## src/rtl/hh_tdm_core.sv

```systemverilog
// Time-multiplexed Hodgkin-Huxley neuron array. Each sweep advances every neuron
// by one explicit-Euler step. All neurons share one signed fixed-point multiplier:
// per neuron the sequence is LOAD, 16 multiplies, then WRITE (18 cycles).
module hh_tdm_core #(
  parameter int W           = 16,
  parameter int F           = 7,
  parameter int NUM_NEURONS = 4,
  parameter int DT_SHIFT    = 5,
  parameter int G_NA        = 15360,
  parameter int G_K         = 4608,
  parameter int G_L         = 38,
  parameter int E_NA        = 6400,
  parameter int E_K         = -9856,
  parameter int E_L         = -6962,
  parameter int V_REST      = -8320,
  parameter int N_INIT      = 41,
  parameter int M_INIT      = 7,
  parameter int H_INIT      = 76,
  parameter int V_TH        = 0
) (
  input  logic                     clk,
  input  logic                     rst_n,
  input  logic                     start,
  input  logic [NUM_NEURONS*W-1:0] current_in,
  input  logic [W-1:0]             alpha_n,
  input  logic [W-1:0]             beta_n,
  input  logic [W-1:0]             alpha_m,
  input  logic [W-1:0]             beta_m,
  input  logic [W-1:0]             alpha_h,
  input  logic [W-1:0]             beta_h,
  output logic                     busy,
  output logic                     done,
  output logic [NUM_NEURONS*W-1:0] v_out,
  output logic [NUM_NEURONS-1:0]   spike
);
  localparam int IDXW = (NUM_NEURONS > 1) ? $clog2(NUM_NEURONS) : 1;
  typedef logic signed [W-1:0] sw_t;

  localparam logic signed [2*W-1:0] SMAX = {{(W+1){1'b0}}, {(W-1){1'b1}}};
  localparam logic signed [2*W-1:0] SMIN = {{(W+1){1'b1}}, {(W-1){1'b0}}};
  localparam sw_t C_ONE = sw_t'(1 << F);
  localparam sw_t C_GNA = sw_t'(G_NA);
  localparam sw_t C_GK  = sw_t'(G_K);
  localparam sw_t C_GL  = sw_t'(G_L);
  localparam sw_t C_ENA = sw_t'(E_NA);
  localparam sw_t C_EK  = sw_t'(E_K);
  localparam sw_t C_EL  = sw_t'(E_L);
  localparam sw_t C_VTH = sw_t'(V_TH);

  typedef enum logic [4:0] {
    S_IDLE, S_LOAD,
    S_MUL0, S_MUL1, S_MUL2, S_MUL3, S_MUL4, S_MUL5, S_MUL6, S_MUL7,
    S_MUL8, S_MUL9, S_MUL10, S_MUL11, S_MUL12, S_MUL13, S_MUL14, S_MUL15,
    S_WRITE, S_DONE
  } state_t;

  function automatic sw_t f_sat(input logic signed [2*W-1:0] x);
    if (x > SMAX)      f_sat = {1'b0, {(W-1){1'b1}}};
    else if (x < SMIN) f_sat = {1'b1, {(W-1){1'b0}}};
    else               f_sat = x[W-1:0];
  endfunction

  function automatic sw_t f_add(input sw_t a, input sw_t b);
    logic signed [W:0] s;
    s = {a[W-1], a} + {b[W-1], b};
    f_add = f_sat({{(W-1){s[W]}}, s});
  endfunction

  function automatic sw_t f_sub(input sw_t a, input sw_t b);
    logic signed [W:0] s;
    s = {a[W-1], a} - {b[W-1], b};
    f_sub = f_sat({{(W-1){s[W]}}, s});
  endfunction

  // Full-width product, floor-shift by F, saturate back to W bits.
  function automatic sw_t f_mul(input sw_t a, input sw_t b);
    logic signed [2*W-1:0] p;
    p = $signed({{W{a[W-1]}}, a}) * $signed({{W{b[W-1]}}, b});
    p = p >>> F;
    f_mul = f_sat(p);
  endfunction

  function automatic sw_t f_clamp(input sw_t x);
    if (x < 0)          f_clamp = '0;
    else if (x > C_ONE) f_clamp = C_ONE;
    else                f_clamp = x;
  endfunction

  state_t r_state;
  logic [IDXW-1:0] r_idx;
  logic r_busy, r_done;
  logic [NUM_NEURONS-1:0] r_spike;
  logic [NUM_NEURONS-1:0][W-1:0] r_v, r_n, r_m, r_h;
  sw_t r_vw, r_nw, r_mw, r_hw, r_iw;
  sw_t r_t1, r_t2, r_ina, r_ik, r_il;
  sw_t r_pan, r_pbn, r_pam, r_pbm, r_pah, r_pbh;
  sw_t r_an, r_bn, r_am, r_bm, r_ah, r_bh;

  logic [NUM_NEURONS-1:0][W-1:0] w_cur;
  sw_t w_a, w_b, w_prod;
  sw_t w_i3, w_vnew, w_nnew, w_mnew, w_hnew;

  assign w_cur = current_in;
  assign busy  = r_busy;
  assign done  = r_done;
  assign v_out = r_v;
  assign spike = r_spike;

  // Operand select for the shared multiplier, one product per MUL state.
  always_comb begin
    w_a = '0;
    w_b = '0;
    case (r_state)
      S_MUL0:  begin w_a = r_mw;  w_b = r_mw;                  end
      S_MUL1:  begin w_a = r_t1;  w_b = r_mw;                  end
      S_MUL2:  begin w_a = r_t1;  w_b = r_hw;                  end
      S_MUL3:  begin w_a = C_GNA; w_b = r_t1;                  end
      S_MUL4:  begin w_a = r_nw;  w_b = r_nw;                  end
      S_MUL5:  begin w_a = r_t2;  w_b = r_t2;                  end
      S_MUL6:  begin w_a = C_GK;  w_b = r_t2;                  end
      S_MUL7:  begin w_a = r_t1;  w_b = f_sub(r_vw, C_ENA);    end
      S_MUL8:  begin w_a = r_t2;  w_b = f_sub(r_vw, C_EK);     end
      S_MUL9:  begin w_a = C_GL;  w_b = f_sub(r_vw, C_EL);     end
      S_MUL10: begin w_a = r_an;  w_b = f_sub(C_ONE, r_nw);    end
      S_MUL11: begin w_a = r_bn;  w_b = r_nw;                  end
      S_MUL12: begin w_a = r_am;  w_b = f_sub(C_ONE, r_mw);    end
      S_MUL13: begin w_a = r_bm;  w_b = r_mw;                  end
      S_MUL14: begin w_a = r_ah;  w_b = f_sub(C_ONE, r_hw);    end
      S_MUL15: begin w_a = r_bh;  w_b = r_hw;                  end
      default: ;
    endcase
    w_prod = f_mul(w_a, w_b);
  end

  // Euler update of the working neuron, consumed in WRITE.
  always_comb begin
    w_i3   = f_sub(f_sub(f_sub(r_iw, r_ina), r_ik), r_il);
    w_vnew = f_add(r_vw, w_i3 >>> DT_SHIFT);
    w_nnew = f_clamp(f_add(r_nw, f_sub(r_pan, r_pbn) >>> DT_SHIFT));
    w_mnew = f_clamp(f_add(r_mw, f_sub(r_pam, r_pbm) >>> DT_SHIFT));
    w_hnew = f_clamp(f_add(r_hw, f_sub(r_pah, r_pbh) >>> DT_SHIFT));
  end

  // Sweep sequencer, per-neuron state and registered outputs.
  always_ff @(posedge clk) begin
    if (!rst_n) begin
      r_state <= S_IDLE;
      r_idx   <= '0;
      r_busy  <= 1'b0;
      r_done  <= 1'b0;
      r_spike <= '0;
      for (int i = 0; i < NUM_NEURONS; i++) begin
        r_v[i] <= sw_t'(V_REST);
        r_n[i] <= sw_t'(N_INIT);
        r_m[i] <= sw_t'(M_INIT);
        r_h[i] <= sw_t'(H_INIT);
      end
      {r_vw, r_nw, r_mw, r_hw, r_iw} <= '0;
      {r_t1, r_t2, r_ina, r_ik, r_il} <= '0;
      {r_pan, r_pbn, r_pam, r_pbm, r_pah, r_pbh} <= '0;
      {r_an, r_bn, r_am, r_bm, r_ah, r_bh} <= '0;
    end else begin
      case (r_state)
        S_IDLE: if (start) begin
          r_an <= alpha_n; r_bn <= beta_n;
          r_am <= alpha_m; r_bm <= beta_m;
          r_ah <= alpha_h; r_bh <= beta_h;
          r_idx   <= '0;
          r_busy  <= 1'b1;
          r_state <= S_LOAD;
        end
        S_LOAD: begin
          r_vw <= r_v[r_idx];
          r_nw <= r_n[r_idx];
          r_mw <= r_m[r_idx];
          r_hw <= r_h[r_idx];
          r_iw <= w_cur[r_idx];
          r_state <= S_MUL0;
        end
        S_WRITE: begin
          r_v[r_idx]     <= w_vnew;
          r_n[r_idx]     <= w_nnew;
          r_m[r_idx]     <= w_mnew;
          r_h[r_idx]     <= w_hnew;
          r_spike[r_idx] <= (r_vw < C_VTH) && (w_vnew >= C_VTH);
          if (r_idx == IDXW'(NUM_NEURONS - 1)) begin
            r_busy  <= 1'b0;
            r_done  <= 1'b1;
            r_state <= S_DONE;
          end else begin
            r_idx   <= IDXW'(r_idx + 1'b1);
            r_state <= S_LOAD;
          end
        end
        S_DONE: begin
          r_done  <= 1'b0;
          r_state <= S_IDLE;
        end
        default: begin
          // MUL0..MUL15: store the product, then step to the next state.
          case (r_state)
            S_MUL0, S_MUL1, S_MUL2, S_MUL3: r_t1 <= w_prod;
            S_MUL4, S_MUL5, S_MUL6:         r_t2 <= w_prod;
            S_MUL7:  r_ina <= w_prod;
            S_MUL8:  r_ik  <= w_prod;
            S_MUL9:  r_il  <= w_prod;
            S_MUL10: r_pan <= w_prod;
            S_MUL11: r_pbn <= w_prod;
            S_MUL12: r_pam <= w_prod;
            S_MUL13: r_pbm <= w_prod;
            S_MUL14: r_pah <= w_prod;
            S_MUL15: r_pbh <= w_prod;
            default: ;
          endcase
          r_state <= state_t'(r_state + 5'd1);
        end
      endcase
    end
  end
endmodule

```

## config.mk

```make
export PLATFORM = sky130hd
export DESIGN_NAME = hh_tdm_core
export DESIGN_NICKNAME = d
export VERILOG_FILES = /design/src/rtl/hh_tdm_core.sv
export SDC_FILE = /design/constraint.sdc
export NUM_CORES = 2
export LEC_CHECK = 0
export BUFFER_PORTS_ARGS = -buffer_cell sky130_fd_sc_hd__buf_2
export CORE_ASPECT_RATIO = 0.8
export CORE_MARGIN = 2
export CORE_UTILIZATION = 30
export DETAILED_ROUTE_END_ITERATION = 12
export GPL_TIMING_DRIVEN = 0
export PLACE_DENSITY_LB_ADDON = 0.12
export SLEW_MARGIN = 20
export SYNTH_ARGS = -nofsm -noshare
export SYNTH_HDL_FRONTEND = slang
export SYNTH_SLANG_ARGS = --single-unit
```

## constraint.sdc

```tcl
create_clock -name clk -period 23.2 [get_ports clk]
set_clock_uncertainty 0.1 [all_clocks]
set_input_delay 2.32 -clock clk [delete_from_list [all_inputs] [get_ports clk]]
set_output_delay 2.32 -clock clk [all_outputs]
set_load 0.03 [all_outputs]
```

==> impl_metrics.json <==
{
  "ys_types": 103,
  "area_growth_pct": 14.4,
  "setup_viol_count_final": 0,
  "grt_pass1_wl_um": 273000,
  "cts_sinks": 606,
  "outcome": "complete, no violations",
  "drtIter0Drc": 3681,
  "r2r_slack_ps": 8410,
  "timing.rr.end": "v_out[17]$_SDFFE_PN0P_",
  "hold_class": "reg -> reg",
  "multiInputGateArea_um2": 29000,
  "final-seq-area_um2": 12100,
  "synth_edf_count": 0,
  "path_clk_slew_ps": 70,
  "viasPerCell": 5.41,
  "htree_levels": 3,
  "yosys_warnings": 0,
  "combPwrFrac": 0.692,
  "synthesis.area_um2": 44100,
  "final_common_cell": "nand2_1",
  "ctsRootBufferMaster": "clkbuf_16",
  "fin_nets": 6224,
  "worstSetupPathType": "reg -> reg",
  "vdd_drop_max_mv": 0.411,
  "worstSetupStartpointType": "flip-flop",
  "numCtsBuffers": 70,
  "crit_top_cell": "a21o_1",
  "syn_nets": 5906,
  "drv_cap": 0,
  "hpwlAfterDp_um": 152000,
  "dieWidth_um": 433,
  "p_leak_nw": 20.9,
  "synth-seq-cells": 606,
  "dieArea_um2": 150000,
  "path_delay_family": "compound AO/OA/AOI/OAI gates",
  "crit_path_end_kind": "flip-flop",
  "path_depth": 61,
  "relSlewSlack": 0.120,
  "numPortBuffers": 232,
  "cts_tree": "yes",
  "drt_wl_total_um": 188000,
  "required_ps": 23670,
  "r2r_start": "r_ina[1]$_SDFFE_PN0P_",
  "fin_cells": 7489,
  "synthArstFlopShare": 0,
  "arrival_ps": 15260,
  "track_usage": 0.247,
  "post-route-util": 0.347,
  "fmax_ghz": 0.0676,
  "finalHoldViolations": 0,
  "critPathBufInv": 5,
  "firstDrtPassIters": 9,
  "tns_ps": 0,
  "powerDensity_nw_per_um2": 155,
  "grt_pass1_vias": 39000,
  "vias": 40500,
  "grt_max_degree": 15,
  "slew_viol_final": 0,
  "antenna_left": 0,
  "synthTopCellsByArea": "dfxtp_1 (28%), fa_1 (12%), ha_1 (7.3%), nand2_1 (7.2%), a21oi_1 (4.7%)",
  "finalCritPeriodShare": 0.637,
  "cp_max_fo": 10,
  "cts-resized-gates": 0,
  "clkLatencyLatePin_ps": 710,
  "ys_seq_area_frac": 0.275,
  "rows": 125,
  "synth.top_cell.area_share": 0.275,
  "drive_gt1_frac": 0.109,
  "swShare": 0.517,
  "drcViolationCount": 0,
  "synth.avg_cell_area_um2": 8.45,
  "fp.coreArea_um2": 145000,
  "grt_overflow": 0,
  "worst_r2r_path_depth": 61,
  "switching_power_mw": 4.03,
  "synth_flop_cell": "dfxtp_1",
  "clkPwrFrac": 0.157,
  "post_drt_wl_per_cell_um": 25.1,
  "nFillCells": 15400,
  "rsz0062_at_grt": "no",
  "layout_common_cells": "nand2_1 (846), dfxtp_1 (606), inv_1 (473)",
  "ioPinCount": 233,
  "cts-hold-fix-buffers": 0,
  "period_needed_ps": 14790,
  "slowest_delay_ps": 830,
  "worst_pin_slew_ps": 1310,
  "p_int_mw": 3.77,
  "setup.worst_path.start": "r_ina[1]$_SDFFE_PN0P_",
  "cts_buffer_depth": 3,
  "crit_slowest_cell": "a2111oi_0",
  "place_inst": 7362,
  "initial_utilization": 0.303,
  "grt_antenna_before_repair": 13,
  "power_mw": 7.81,
  "cts_setup_buffers": 0,
  "worstSetupEndpoint": "v_out[17]$_SDFFE_PN0P_",
  "seq_power_share": 0.151,
  "dieHeight_um": 347,
  "gp_routability_congestion": 1.02,
  "syn_inst": 5213,
  "synth_top_cell_by_area": "dfxtp_1"
}
## kinds of logic after synthesis
family | share of synthesized area
mux | 0.0434
flops | 0.275
fa+ha+maj | 0.198
compound gates | 0.199
xor+xnor | 0.0352
simple gates | 0.179
buf+inv | 0.0696
## power groups by stage
stage	logic, mW	registers [mW]	clock network, mW
after floorplan	3.86	1.16	0
after global placement	5.31	1.20	0
after detailed placement	5.34	1.20	0
after CTS	5.38	1.18	1.25
after global routing	5.96	1.19	1.29
final	5.40	1.18	1.22
## registers in the layout (all words and copies together) (netlist names), 60 cells and up
register / cells
r_h: 60
r_m: 60
v_out: 64
r_n: 60
## stage by stage
step                      hold slack [ps]  area [µm²]  setup slack, ps
final                                 352       50400             8410
after detailed placement              338       47900             8440
after floorplan                       324       44100            11010
after CTS                             356       50400             8370
after global routing                  362       50400             6870
after global placement                337       47600             8630
## worst min path at each step
stage | startpoint | end | slack (ps) | cells after the start
floorplan | r_h[40]$_SDFFE_PN0P_ | r_h[40]$_SDFFE_PN0P_ | 320 | 1
global placement | r_h[30]$_SDFFE_PN0P_ | r_h[30]$_SDFFE_PN0P_ | 340 | 1
detailed placement | r_m[57]$_SDFFE_PN0P_ | r_m[57]$_SDFFE_PN0P_ | 340 | 1
CTS | r_h[16]$_SDFFE_PN0P_ | r_h[16]$_SDFFE_PN0P_ | 360 | 2
global route | r_n[42]$_SDFFE_PN0P_ | r_n[42]$_SDFFE_PN0P_ | 360 | 1
finish | r_h[16]$_SDFFE_PN0P_ | r_h[16]$_SDFFE_PN0P_ | 350 | 2
## per-layer routing
metal  share of wire  wire (µm)  vias up  GRT usage
met5         0.00017         32        -          0
met1            0.49      92700    20200      0.378
met3           0.068      12700      197     0.0402
li1                -          -    18800          -
met4           0.019       3660        6     0.0497
met2            0.42      78700     1339      0.360
## cell type report
| cell class | instances | area share |
|---|---|---|
| multi-input combinational | 3822 | 0.576 |
| sequential | 606 | 0.241 |
| tap | 1905 | 0.0473 |
| clock buffer | 93 | 0.0391 |
| inverter | 473 | 0.0352 |
| timing repair buffer | 246 | 0.0259 |
| buffer | 312 | 0.0258 |
| clock inverter | 30 | 0.0105 |
| antenna | 2 | 0.0000992 |
## worst min-delay path, delay by kind of cell (launching register included)
family,cells,cell delay [ps]
AO/OA/AOI/OAI,1,50
flip-flops,1,310
AND/OR/NAND/NOR,1,50
## Yosys cell counts, types with 12 or more instances
cell      count
xor2_1       62
o21ai_0     183
and4_1       12
a221o_1      65
o311ai_0     17
fa_1        272
a21oi_1     414
mux4_2       77
a31oi_1      32
or3_1        24
nor2b_1      40
clkbuf_1    240
a222oi_1     28
a22oi_1      25
o21a_1       33
nand2_1     846
a21o_1       64
a32oi_1      12
or2_2        20
inv_1       473
nor4_1       15
nand3_1     122
nor2_1      317
o41ai_1      26
o221a_2      13
ha_1        258
buf_1        21
a221oi_1     64
and2_1      108
dfxtp_1     606
and3_1       26
nand2b_1     41
o211ai_1     57
nand4_1      26
buf_2        40
nor3_1       83
o21bai_1     25
a211oi_1     70
xnor2_1     115
No activity file was read; power rests on OpenSTA's default activity.
